[config.mk]
export PLATFORM = sky130hd
export DESIGN_NAME = id_stage_reg
export DESIGN_NICKNAME = d
export VERILOG_FILES = /design/src/rtl/id_stage_reg_pkg.sv /design/src/rtl/id_stage_reg_pipe_field_reg.sv /design/src/rtl/id_stage_reg.sv
export SDC_FILE = /design/constraint.sdc
export NUM_CORES = 1
export LEC_CHECK = 0
export CAP_MARGIN = 30
export CORE_UTILIZATION = 44
export CTS_CLUSTER_SIZE = 24
export DETAILED_ROUTE_END_ITERATION = 6
export GPL_ROUTABILITY_DRIVEN = 0
export PLACE_DENSITY = 0.85
export SKIP_LAST_GASP = 1
export SLEW_MARGIN = 20
export SYNTH_ARGS = -nofsm -noshare
export SYNTH_HDL_FRONTEND = slang
export SYNTH_SLANG_ARGS = --single-unit
[constraint.sdc]
create_clock -name clk -period 2.7 [get_ports clk]
set_clock_uncertainty 0.2 [all_clocks]
set_input_delay 0.27 -clock clk [delete_from_list [all_inputs] [get_ports clk]]
set_output_delay 0.27 -clock clk [all_outputs]
set_load 0.01 [all_outputs]
[src/rtl/id_stage_reg_pkg.sv]
// -----------------------------------------------------------------------------
// id_stage_reg_pkg
// Shared pipeline definitions: field widths and the EXE_CMD encodings used
// by the ID/EXE boundary register and the execute stage.
// -----------------------------------------------------------------------------
package id_stage_reg_pkg;

   localparam int DATA_W  = 32;  // PC and register-file operand width
   localparam int SHIFT_W = 12;  // shifter operand field
   localparam int IMM_W   = 24;  // signed branch immediate
   localparam int REG_W   = 4;   // register index
   localparam int CMD_W   = 4;   // ALU command
   localparam int CNT_W   = 16;  // bubble counter

   typedef enum logic [CMD_W-1:0] {
      EXE_NOP = 4'b0000,
      EXE_MOV = 4'b0001,
      EXE_ADD = 4'b0010,
      EXE_ADC = 4'b0011,
      EXE_SUB = 4'b0100,
      EXE_SBC = 4'b0101,
      EXE_AND = 4'b0110,
      EXE_ORR = 4'b0111,
      EXE_EOR = 4'b1000,
      EXE_MVN = 4'b1001
   } exe_cmd_e;

endpackage

[src/rtl/id_stage_reg_pipe_field_reg.sv]
// -----------------------------------------------------------------------------
// pipe_field_reg
// One field of a pipeline boundary register.
// Priority: async clear (rst low) > synchronous clear > hold > load.
//   clk    : pipeline clock
//   rst    : asynchronous active-low clear
//   hold   : keep current value
//   clear  : synchronous clear to zero
//   d      : next value
//   q      : registered value
// -----------------------------------------------------------------------------
module pipe_field_reg #(
   parameter int DATA_W = 1
) (
   input  logic              clk,
   input  logic              rst,
   input  logic              hold,
   input  logic              clear,
   input  logic [DATA_W-1:0] d,
   output logic [DATA_W-1:0] q
);

   always_ff @(posedge clk or negedge rst) begin
      if (!rst) begin
         q <= '0;
      end else if (clear) begin
         q <= '0;
      end else if (!hold) begin
         q <= d;
      end
   end

endmodule

[src/rtl/id_stage_reg.sv]
// -----------------------------------------------------------------------------
// id_stage_reg
// ID -> EXE pipeline register with stall (freeze), kill (flush) and bubble
// insertion for invalid slots, plus a saturating count of bubbles sent to EXE.
//   clk, rst               : clock, asynchronous active-low reset
//   freeze                 : hold every registered output
//   flush                  : kill the instruction being captured (wins over freeze)
//   valid_in               : ID slot holds a real instruction
//   EXE_CMD_in .. C_in     : decoded fields, each registered to its *_out
//   valid_out              : EXE slot holds a real instruction
//   bubble_cnt             : saturating count of bubbles inserted into EXE
// -----------------------------------------------------------------------------
module id_stage_reg
   import id_stage_reg_pkg::*;
(
   input  logic               clk,
   input  logic               rst,
   input  logic               freeze,
   input  logic               flush,
   input  logic               valid_in,
   input  logic [CMD_W-1:0]   EXE_CMD_in,
   input  logic               mem_read_in,
   input  logic               mem_write_in,
   input  logic               WB_EN_in,
   input  logic               B_in,
   input  logic               S_in,
   input  logic [DATA_W-1:0]  PC_in,
   input  logic [DATA_W-1:0]  Val_Rn_in,
   input  logic [DATA_W-1:0]  Val_Rm_in,
   input  logic               imm_in,
   input  logic [SHIFT_W-1:0] shift_operand_in,
   input  logic [IMM_W-1:0]   signed_imm_24_in,
   input  logic [REG_W-1:0]   dest_in,
   input  logic [REG_W-1:0]   src1_in,
   input  logic [REG_W-1:0]   src2_in,
   input  logic               C_in,
   output logic               valid_out,
   output logic [CMD_W-1:0]   EXE_CMD_out,
   output logic               mem_read_out,
   output logic               mem_write_out,
   output logic               WB_EN_out,
   output logic               B_out,
   output logic               S_out,
   output logic [DATA_W-1:0]  PC_out,
   output logic [DATA_W-1:0]  Val_Rn_out,
   output logic [DATA_W-1:0]  Val_Rm_out,
   output logic               imm_out,
   output logic [SHIFT_W-1:0] shift_operand_out,
   output logic [IMM_W-1:0]   signed_imm_24_out,
   output logic [REG_W-1:0]   dest_out,
   output logic [REG_W-1:0]   src1_out,
   output logic [REG_W-1:0]   src2_out,
   output logic               C_out,
   output logic [CNT_W-1:0]   bubble_cnt
);

   function automatic logic [CNT_W-1:0] sat_inc(input logic [CNT_W-1:0] v);
      return (v == '1) ? v : v + 1'b1;
   endfunction

   // Control bits are gated by valid_in so an invalid slot enters EXE as a
   // bubble that cannot write memory, registers or flags. Data fields still
   // load; they are don't-care once valid_out is low.
   logic [CMD_W-1:0] cmd_d;
   logic             bubble_p0;

   assign cmd_d     = valid_in ? EXE_CMD_in : EXE_NOP;
   assign bubble_p0 = flush | (~freeze & ~valid_in);

   // ---- ID/EXE boundary: control fields ----
   pipe_field_reg #(.DATA_W(1))     u_valid (.clk(clk), .rst(rst), .hold(freeze), .clear(flush),
                                             .d(valid_in), .q(valid_out));
   pipe_field_reg #(.DATA_W(CMD_W)) u_cmd   (.clk(clk), .rst(rst), .hold(freeze), .clear(flush),
                                             .d(cmd_d), .q(EXE_CMD_out));
   pipe_field_reg #(.DATA_W(1))     u_mrd   (.clk(clk), .rst(rst), .hold(freeze), .clear(flush),
                                             .d(valid_in & mem_read_in), .q(mem_read_out));
   pipe_field_reg #(.DATA_W(1))     u_mwr   (.clk(clk), .rst(rst), .hold(freeze), .clear(flush),
                                             .d(valid_in & mem_write_in), .q(mem_write_out));
   pipe_field_reg #(.DATA_W(1))     u_wb    (.clk(clk), .rst(rst), .hold(freeze), .clear(flush),
                                             .d(valid_in & WB_EN_in), .q(WB_EN_out));
   pipe_field_reg #(.DATA_W(1))     u_b     (.clk(clk), .rst(rst), .hold(freeze), .clear(flush),
                                             .d(valid_in & B_in), .q(B_out));
   pipe_field_reg #(.DATA_W(1))     u_s     (.clk(clk), .rst(rst), .hold(freeze), .clear(flush),
                                             .d(valid_in & S_in), .q(S_out));

   // ---- ID/EXE boundary: data fields ----
   pipe_field_reg #(.DATA_W(DATA_W))  u_pc   (.clk(clk), .rst(rst), .hold(freeze), .clear(flush),
                                              .d(PC_in), .q(PC_out));
   pipe_field_reg #(.DATA_W(DATA_W))  u_rn   (.clk(clk), .rst(rst), .hold(freeze), .clear(flush),
                                              .d(Val_Rn_in), .q(Val_Rn_out));
   pipe_field_reg #(.DATA_W(DATA_W))  u_rm   (.clk(clk), .rst(rst), .hold(freeze), .clear(flush),
                                              .d(Val_Rm_in), .q(Val_Rm_out));
   pipe_field_reg #(.DATA_W(1))       u_imm  (.clk(clk), .rst(rst), .hold(freeze), .clear(flush),
                                              .d(imm_in), .q(imm_out));
   pipe_field_reg #(.DATA_W(SHIFT_W)) u_sh   (.clk(clk), .rst(rst), .hold(freeze), .clear(flush),
                                              .d(shift_operand_in), .q(shift_operand_out));
   pipe_field_reg #(.DATA_W(IMM_W))   u_si   (.clk(clk), .rst(rst), .hold(freeze), .clear(flush),
                                              .d(signed_imm_24_in), .q(signed_imm_24_out));
   pipe_field_reg #(.DATA_W(REG_W))   u_dst  (.clk(clk), .rst(rst), .hold(freeze), .clear(flush),
                                              .d(dest_in), .q(dest_out));
   pipe_field_reg #(.DATA_W(REG_W))   u_s1   (.clk(clk), .rst(rst), .hold(freeze), .clear(flush),
                                              .d(src1_in), .q(src1_out));
   pipe_field_reg #(.DATA_W(REG_W))   u_s2   (.clk(clk), .rst(rst), .hold(freeze), .clear(flush),
                                              .d(src2_in), .q(src2_out));
   pipe_field_reg #(.DATA_W(1))       u_c    (.clk(clk), .rst(rst), .hold(freeze), .clear(flush),
                                              .d(C_in), .q(C_out));

   // ---- bubble counter: one count per bubble edge, flush+freeze counts once ----
   always_ff @(posedge clk or negedge rst) begin
      if (!rst) begin
         bubble_cnt <= '0;
      end else if (bubble_p0) begin
         bubble_cnt <= sat_inc(bubble_cnt);
      end
   end

endmodule

# Word-level counts from Yosys, hierarchy flattened
# Index checks and enable logic that the tools add are counted.
[classes]
n_addsub = 1
bitwise = 10
n_reduce_logical = 1
n_eq_ne = 2
mux = 35
[ops]
columns = ["cell", "count"]
rows = [
  ["2-to-1 mux 32 bit", 6],
  ["2-to-1 mux 24 bit", 2],
  ["2-to-1 mux 4 bit", 9],
  ["2-to-1 mux 12 bit", 2],
  ["adder 16 x 1 -> 16 bit (second input constant)", 1],
  ["== test 16 bit (second input constant)", 1],
  ["2-to-1 mux 1 bit", 16],
  ["bitwise AND 1 bit", 6],
  ["inverter 1 bit", 3],
  ["inequality test 2 x 1 -> 1 bit (second input constant)", 1],
  ["AND reduction 2 bit", 1],
  ["OR 1 bit", 1],
]
[totals]
in_bits = 160
regBits = 172
elab_cells = 67
out_inout_bits = 172

# Logic depth before layout (Yosys ltp)
# Gate-level depths: netlist (run 1).
[logic_depth]
depth_word = 4
depth_mapped = 5
depth_no_buf = 5

# Cells and area by module
# From an unflattened synthesis (run 1), not the netlist that was laid out.
[hier_totals]
cells_unflattened = 586
hier_area_um2 = 7259.5
[by_module_without_submodules]
columns = ["module", "cells_each", "instances", "area_per_inst_um2"]
rows = [
  ["pipe_field_reg (u_pc ...)", 103, 3, 1323.8],
  ["pipe_field_reg (u_si)", 77, 1, 989.7],
  ["id_stage_reg", 86, 1, 867.1],
  ["pipe_field_reg (u_cmd ...)", 13, 4, 160.2],
  ["pipe_field_reg (u_sh)", 38, 1, 480.5],
  ["pipe_field_reg (u_b ...)", 3, 8, 38.8],
]

# Worst setup path before layout (run 1)
# Ideal clock, no wire load.
[synth_timing]
kind = "reg-to-reg"
startpoint = "reg bubble_cnt[8]"
endpoint = "reg bubble_cnt[13]"
t_arrival_ps = 1489
slack_ps = 880
stages_incl_launch_ff = 5
path_buffers = 0
synth_period_minus_slack_ps = 1820
t_required_ps = 2368
path_cell_list = "dfrtp_1 > nand4_1 > o41ai_4 > nor3_1 > xor2_1"
[synth_between]
elab_chain_cells = 3
elab_cells_between_ends = 4
cone_classes = "1 x add/sub; 1 x eq/ne; 1 x bitwise; 1 x reduce/logical"
[synth_rtl]
columns = ["element", "line", "text"]
rows = [
  ["start: declaration", "id_stage_reg.sv:54", "output logic [CNT_W-1:0] bubble_cnt"],
  ["start signal: assignment", "id_stage_reg.sv:113", "bubble_cnt <= sat_inc(bubble_cnt);"],
  ["parallel branches: the longest is 3 deep, another holds adder 16 x 1 -> 16 bit", "--", ""],
]
# Several ways; the timed one is not identified.
# A chain may end at the register's enable or synchronous reset.

# Worst setup path in the final report (run 1)
# Same ends and word-level chain as after synthesis.

==> results of run 1 <==
sequential cells by signal, summed over array words and instances (netlist names):
| signal | count |
|---|---|
| u_valid.q | 1 |
| u_rn.q | 32 |
| u_s1.q | 4 |
| u_mwr.q | 1 |
| u_s2.q | 4 |
| u_s.q | 1 |
| u_rm.q | 32 |
| u_b.q | 1 |
| u_pc.q | 32 |
| u_si.q | 24 |
| u_cmd.q | 4 |
| u_wb.q | 1 |
| u_sh.q | 12 |
| u_c.q | 1 |
| bubble_cnt | 16 |
| u_dst.q | 4 |
| u_mrd.q | 1 |
| u_imm.q | 1 |
kinds of logic after synthesis:
logic type / after synthesis
xor gates and xnor gates: 13
DFF: 172
and+or+nand+nor: 197
buffers and inverters: 37
AOI/OAI and AO/OA: 17
adders and majority gates: 1
muxes: 147
path summary, 6_finish.rpt:
kind	start	to
max	bubble_cnt[8]	bubble_cnt[13]
min	flush	u_valid.q
max reg2reg	bubble_cnt[8]	bubble_cnt[13]
min reg2reg	bubble_cnt[15]	bubble_cnt[15]
max in group asynchronous	rst	u_si.q[18]
min in group asynchronous	rst	u_rn.q[31]
layout make-up:
class / instances / area share (%)
well taps: 211 / 2.38
flip-flops and latches: 172 / 38.8
multi-input cells: 375 / 23.0
clock inverters: 9 / 0.811
repair buffers: 338 / 30.8
clock buffers: 22 / 4.18
inverters: 2 / 0.0676
metrics by stage:
stage                     worst slack [ps]  std cells  hold slack (ps)  cell area, sq um  total power (W)
after global placement                 612       1097             87.0             10500          0.00418
final                                  572       1129             24.4             11100          0.00647
after floorplan                        880        584             -226              7020          0.00343
after CTS                              612       1129            0.864             11100          0.00653
after global routing                   501       1129             15.9             11100          0.00674
after detailed placement               584       1097             82.6             10500          0.00421
worst min-delay path: cells and delay by family:
kind	cells	cell delay, ps
compound gates	2	210
buf+inv	1	110
Yosys cell counts (2+ instances only):
cell type | number | share of area (%)
nand2_1 | 14 | 0.75
nor2_1 | 163 | 8.7
dfrtp_1 | 172 | 61
buf_2 | 16 | 1.1
nor3_1 | 4 | 0.29
a21oi_1 | 7 | 0.50
a22oi_1 | 6 | 0.64
mux2i_1 | 146 | 21
xor2_1 | 7 | 0.87
nand4_1 | 6 | 0.53
clkbuf_1 | 19 | 1.0
xnor2_1 | 6 | 0.75
inv_1 | 2 | 0.11
nand3_1 | 3 | 0.21
per-layer routing:
metal	track usage (%)	vias to the layer above	part of all wire, %
li1	-	2606	-
met1	25.4	2658	37
met2	41.3	238	51
met3	8.81	36	9.8
met4	8.93	0	2.5
met5	0	-	0
cell usage in the layout (no fill, tap or decap), types with 3 or more instances in the layout:
cell	Yosys	final
buf_4	0	3
clkdlybuf4s50_1	0	328
dfrtp_1	172	172
a21oi_1	7	7
xor2_1	7	7
nor3_1	4	4
nor2_1	163	163
nand4_1	6	6
clkbuf_8	0	3
mux2i_1	146	146
clkbuf_1	19	3
xnor2_1	6	6
clkbuf_16	0	17
a22oi_1	6	6
nand2_1	14	14
buf_12	0	4
nand3_1	3	3
clkinv_4	0	3
power groups by stage:
stage	sequential (W)	clock [W]	combinational [W]
final	0.00294	0.00231	0.00122
after global routing	0.00296	0.00246	0.00132
after CTS	0.00294	0.00235	0.00124
after detailed placement	0.00298	0	0.00123
after global placement	0.00297	0	0.00121
after floorplan	0.00304	0	0.000381
==> flow_metrics.tcl, run 1 <==
set metrics [dict create \
    die_area_sq_um 16500 \
    antenna_left 0 \
    netlist_instances 584 \
    hold_viol 0 \
    finalCoreUtilization_pct 72.3 \
    start_util_pct 45.7 \
    regArea_sq_um 4300 \
    diodes 0 \
    synth_xor_area_share_pct 1.62 \
    yosys.area_share.simple_pct 11.5 \
    clkLatencyLatePin_ps 410 \
    muxShareOfSynthArea_pct 21.0 \
    core_region_area_sq_um 15400 \
    num_rows 45 \
    peakVddDrop_uv 371 \
    arrival_ps 2210 \
    internal_power_w 0.00479 \
    nets 1067 \
    worstPathRequired_ps 2780 \
    drive_above_1_share_pct 4.68 \
    drv_slew 0 \
    ctsHoldBuffers 1 \
    worst-path-max-fanout 6 \
    swShare_pct 25.9 \
    syn_area_sq_um 7020 \
    crit_buf_inv 0 \
    slew_headroom_pct 48.2 \
    cts_resized 0 \
    grt_max_degree 156 \
    clk_pin_slew_ps 60 \
    dp_hpwl_mm 13.6 \
    crit_chain "nand4_1, o41ai_4, nor3_1, xor2_1" \
    grt_pass1_vias 5653 \
    grt_pass1_wl_mm 29.3 \
    synth-edff-count 0 \
    r2r_cells 4 \
    dieWidth_microns 128 \
    path_depth 4 \
    ys_seq_area_share_pct 61.3 \
    antenna_found_initial 0 \
    cts_tree "yes" \
    die_h_microns 128 \
    synth_top_family_by_area "multiplexers" \
    critPathLaunchType "flop" \
    path_class "flop to flop" \
    critPathTopFamily "compound AO/OA/AOI/OAI gates" \
    vias 5538 \
    syn_nets 745 \
    clock_path_buffers 2 \
    vias_per_cell 4.91 \
    r2r_slack_ps 570 \
    drt_iter0_drc 292 \
    tns_ps 0 \
    synthArstFlopShare_pct 100 \
    synth_ff_type "dfrtp_1" \
    ys_ff_latch 172 \
    fill_cells 1083 \
    pwr-share-seq_pct 45.4 \
    rsz0062_at_grt "no" \
    min_delay_path_depth 3 \
    max_slew.worst_pin.slew_ps 777 \
    pwr-share-comb_pct 18.9 \
    area_growth_syn_to_layout_pct 58.2 \
    finalSetupViolations 0 \
    wirelength_mm 19.4 \
    p_sw_w 0.00168 \
    htree_levels 4 \
    period_minus_slack_ps 2130 \
    avgSynthCellArea_sq_um 12.0 \
    cts_root_buf "clkbuf_16" \
    grt_usage_pct 23.4 \
    cpMaxStageDelayCell "o41ai_4" \
    drc 0 \
    synth_compound_area_share_pct 2.09 \
    outcome "finished clean" \
    io_pins 332 \
    overflow 0 \
    ys.warnings.count 0 \
    multi_input_area_sq_um 2550 \
    timing.fmax_mhz 470 \
    cts_sinks 172 \
    pwr-share-clk_pct 35.7 \
    synthAdderAreaFrac_pct 0.178 \
    portBuffers 331 \
    critPathMaxStageDelay_ps 690 \
    hp-class "input pin to flop" \
    wl_per_cell_microns 17.1 \
    synth.distinct_cells 27 \
    drv_cap 0 \
    postCtsSetupRepairBufs 0 \
    post-route-period-util_pct 78.8 \
    cts_inserted_buffers 17 \
    p_leak_nw 5.19 \
    cp-end-kind "flop" \
    drt_pass1_iterations 4 \
    power.density_nw_per_um2 583 \
]
Note: power is estimated with default switching activity, not from simulation.
==> inputs of run 2 (changes only) <==
--- a/config.mk
+++ b/config.mk
@@ -6,11 +6,11 @@
 export NUM_CORES = 1
 export LEC_CHECK = 0
 export CAP_MARGIN = 30
-export CORE_UTILIZATION = 44
+export CORE_UTILIZATION = 37
 export CTS_CLUSTER_SIZE = 24
 export DETAILED_ROUTE_END_ITERATION = 6
 export GPL_ROUTABILITY_DRIVEN = 0
-export PLACE_DENSITY = 0.85
+export PLACE_DENSITY = 0.76
 export SKIP_LAST_GASP = 1
 export SLEW_MARGIN = 20
 export SYNTH_ARGS = -nofsm -noshare
==> constraint.sdc (replaced) <==
create_clock -name clk -period 1.7 [get_ports clk]
set_clock_uncertainty 0.2 [all_clocks]
set_input_delay 0.17 -clock clk [delete_from_list [all_inputs] [get_ports clk]]
set_output_delay 0.17 -clock clk [all_outputs]
set_load 0.01 [all_outputs]
==> run 2 against run 1 <==
The run now ends with setup timing left. Via count is 2.6% higher. Total power is 62% higher. Core utilization is 10 points lower. Sequential share of layout area is 1.5 points lower. First-iteration DRC count is 7.9% higher. Count of clock-buffer cells in the layout is 2 lower. Sequential cell count stayed put. Critical endpoint unchanged.
==> flow_metrics.tcl, run 2 (synthesis results as in run 1) <==
set metrics [dict create \
    grt_max_degree 156 \
    hp-class "input pin to asynchronous set/reset pin" \
    dpl_cell_area_sq_um 10800 \
    htree_levels 4 \
    antenna_found_initial 0 \
    peakVddDrop_uv 653 \
    overflow 0 \
    clkLatencyLatePin_ps 420 \
    crit_buf_inv 1 \
    vias 5682 \
    cts_tree "yes" \
    vias_per_cell 4.75 \
    cts_root_buf "clkbuf_16" \
    grt_usage_pct 20.9 \
    fill_cells 1534 \
    path_depth 5 \
    antenna_left 0 \
    wirelength_mm 20.6 \
    area_growth_syn_to_layout_pct 64.6 \
    drive_above_1_share_pct 10.7 \
    grt_pass1_wl_mm 31.9 \
    r2r_slack_ps -70 \
    critPathMaxStageDelay_ps 400 \
    slew_headroom_pct 52.3 \
    cts_sinks 172 \
    wl_per_cell_microns 17.2 \
    drv_slew 0 \
    period_minus_slack_ps 1770 \
    hold_viol 0 \
    worstReg2RegStart "bubble_cnt[1]" \
    clock_path_buffers 2 \
    power.density_nw_per_um2 905 \
    top_regs "u_pc.q (32), u_rm.q (32), u_rn.q (32)" \
    max_slew.worst_pin.slew_ps 715 \
    drc 0 \
    final_common_cell "dfrtp_1" \
    num_rows 50 \
    start_util_pct 37.6 \
    arrival_ps 1900 \
    diodes 0 \
    cpMaxStageDelayCell "dfrtp_1" \
    critPathTopFamily "simple AND/OR/NAND/NOR gates" \
    clk_pin_slew_ps 70 \
    io_pins 332 \
    r2r_end "bubble_cnt[13]" \
    post-route-period-util_pct 104 \
    die_area_sq_um 19500 \
    critPathLaunchType "flop" \
    rsz0062_at_grt "yes" \
    die_h_microns 140 \
    fin_area_sq_um 11600 \
    fin_ws_ps -71.7 \
    drt_pass1_iterations 4 \
    outcome "finished, violations left" \
    path_class "flop to flop" \
    portBuffers 331 \
    cp-end-kind "flop" \
    violations "setup timing" \
    cts_inserted_buffers 17 \
    dieWidth_microns 140 \
    worstPathRequired_ps 1830 \
    timing.fmax_mhz 564 \
    mostFrequentLayoutCells "168 x dfrtp_1, 160 x nor2_1, 157 x clkdlybuf4s50_1" \
    tns_ps -139 \
    p_leak_nw 6.58 \
    nets 1111 \
    drt_iter0_drc 315 \
    drv_cap 0 \
    finalSetupViolations 5 \
    core_region_area_sq_um 18600 \
    dp_hpwl_mm 14.0 \
    r2r_cells 5 \
    grt_pass1_vias 5985 \
    crit_chain "buf_4, nand4_1, or3_4, nor3_2, xor2_1" \
    worst-path-max-fanout 4 \
]
run 2: layer usage:
metal	global-route usage, %	vias up	routed length [microns]
met5	0	-	0
met4	6.02	0	324
met3	7.40	26	1590
met2	35.8	224	10300
met1	24.5	2744	8340
li1	-	2688	-
run 2: final cells by class:
type | instances | area [sq um] | share of cell area (%)
clock buffers | 20 | 447 | 3.87
clock inverters | 12 | 106 | 0.921
inverters | 2 | 7.51 | 0.0650
multi-input cells | 375 | 2650 | 23.0
flip-flops and latches | 172 | 4310 | 37.3
well taps | 234 | 293 | 2.53
repair buffers | 382 | 3740 | 32.3
run 2: repair_timing:
item,CTS,global route
endpoints found under the setup margin,137,60
pin swaps,3,9
gates resized for setup,131,60
setup buffers,6,6
hold buffers,2,0
hold endpoints to repair,173,0
run 2: how the worst max path moves through the flow:
stage              startpoint              to
2_1_floorplan  bubble_cnt[11]  bubble_cnt[13]
3_3_place_gp         valid_in          u_wb.q
3_5_place_dp         valid_in      u_cmd.q[3]
4_1_cts         bubble_cnt[2]   bubble_cnt[2]
5_1_grt         bubble_cnt[7]  bubble_cnt[13]
6_report        bubble_cnt[1]  bubble_cnt[13]
run 2: metrics by stage:
step	hold slack (ps)	util, %	std cells	worst slack (ps)	power (W)
finish	31.9	62.0	1197	-71.7	0.0105
global placement	-98.4	58.1	1151	-143	0.00683
floorplan	-326	-	584	-108	0.00544
global route	45.1	62.0	1197	-108	0.0109
detailed placement	-95.9	58.1	1151	-182	0.00687
CTS	29.1	60.7	1191	-173	0.0105
run 2: power breakdown:
| group | switching (W) | total (W) | internal, W |
|---|---|---|---|
| Sequential | 0.000212 | 0.00460 | 0.00439 |
| Clock | 0.00174 | 0.00370 | 0.00195 |
| Combinational | 0.000973 | 0.00216 | 0.00118 |
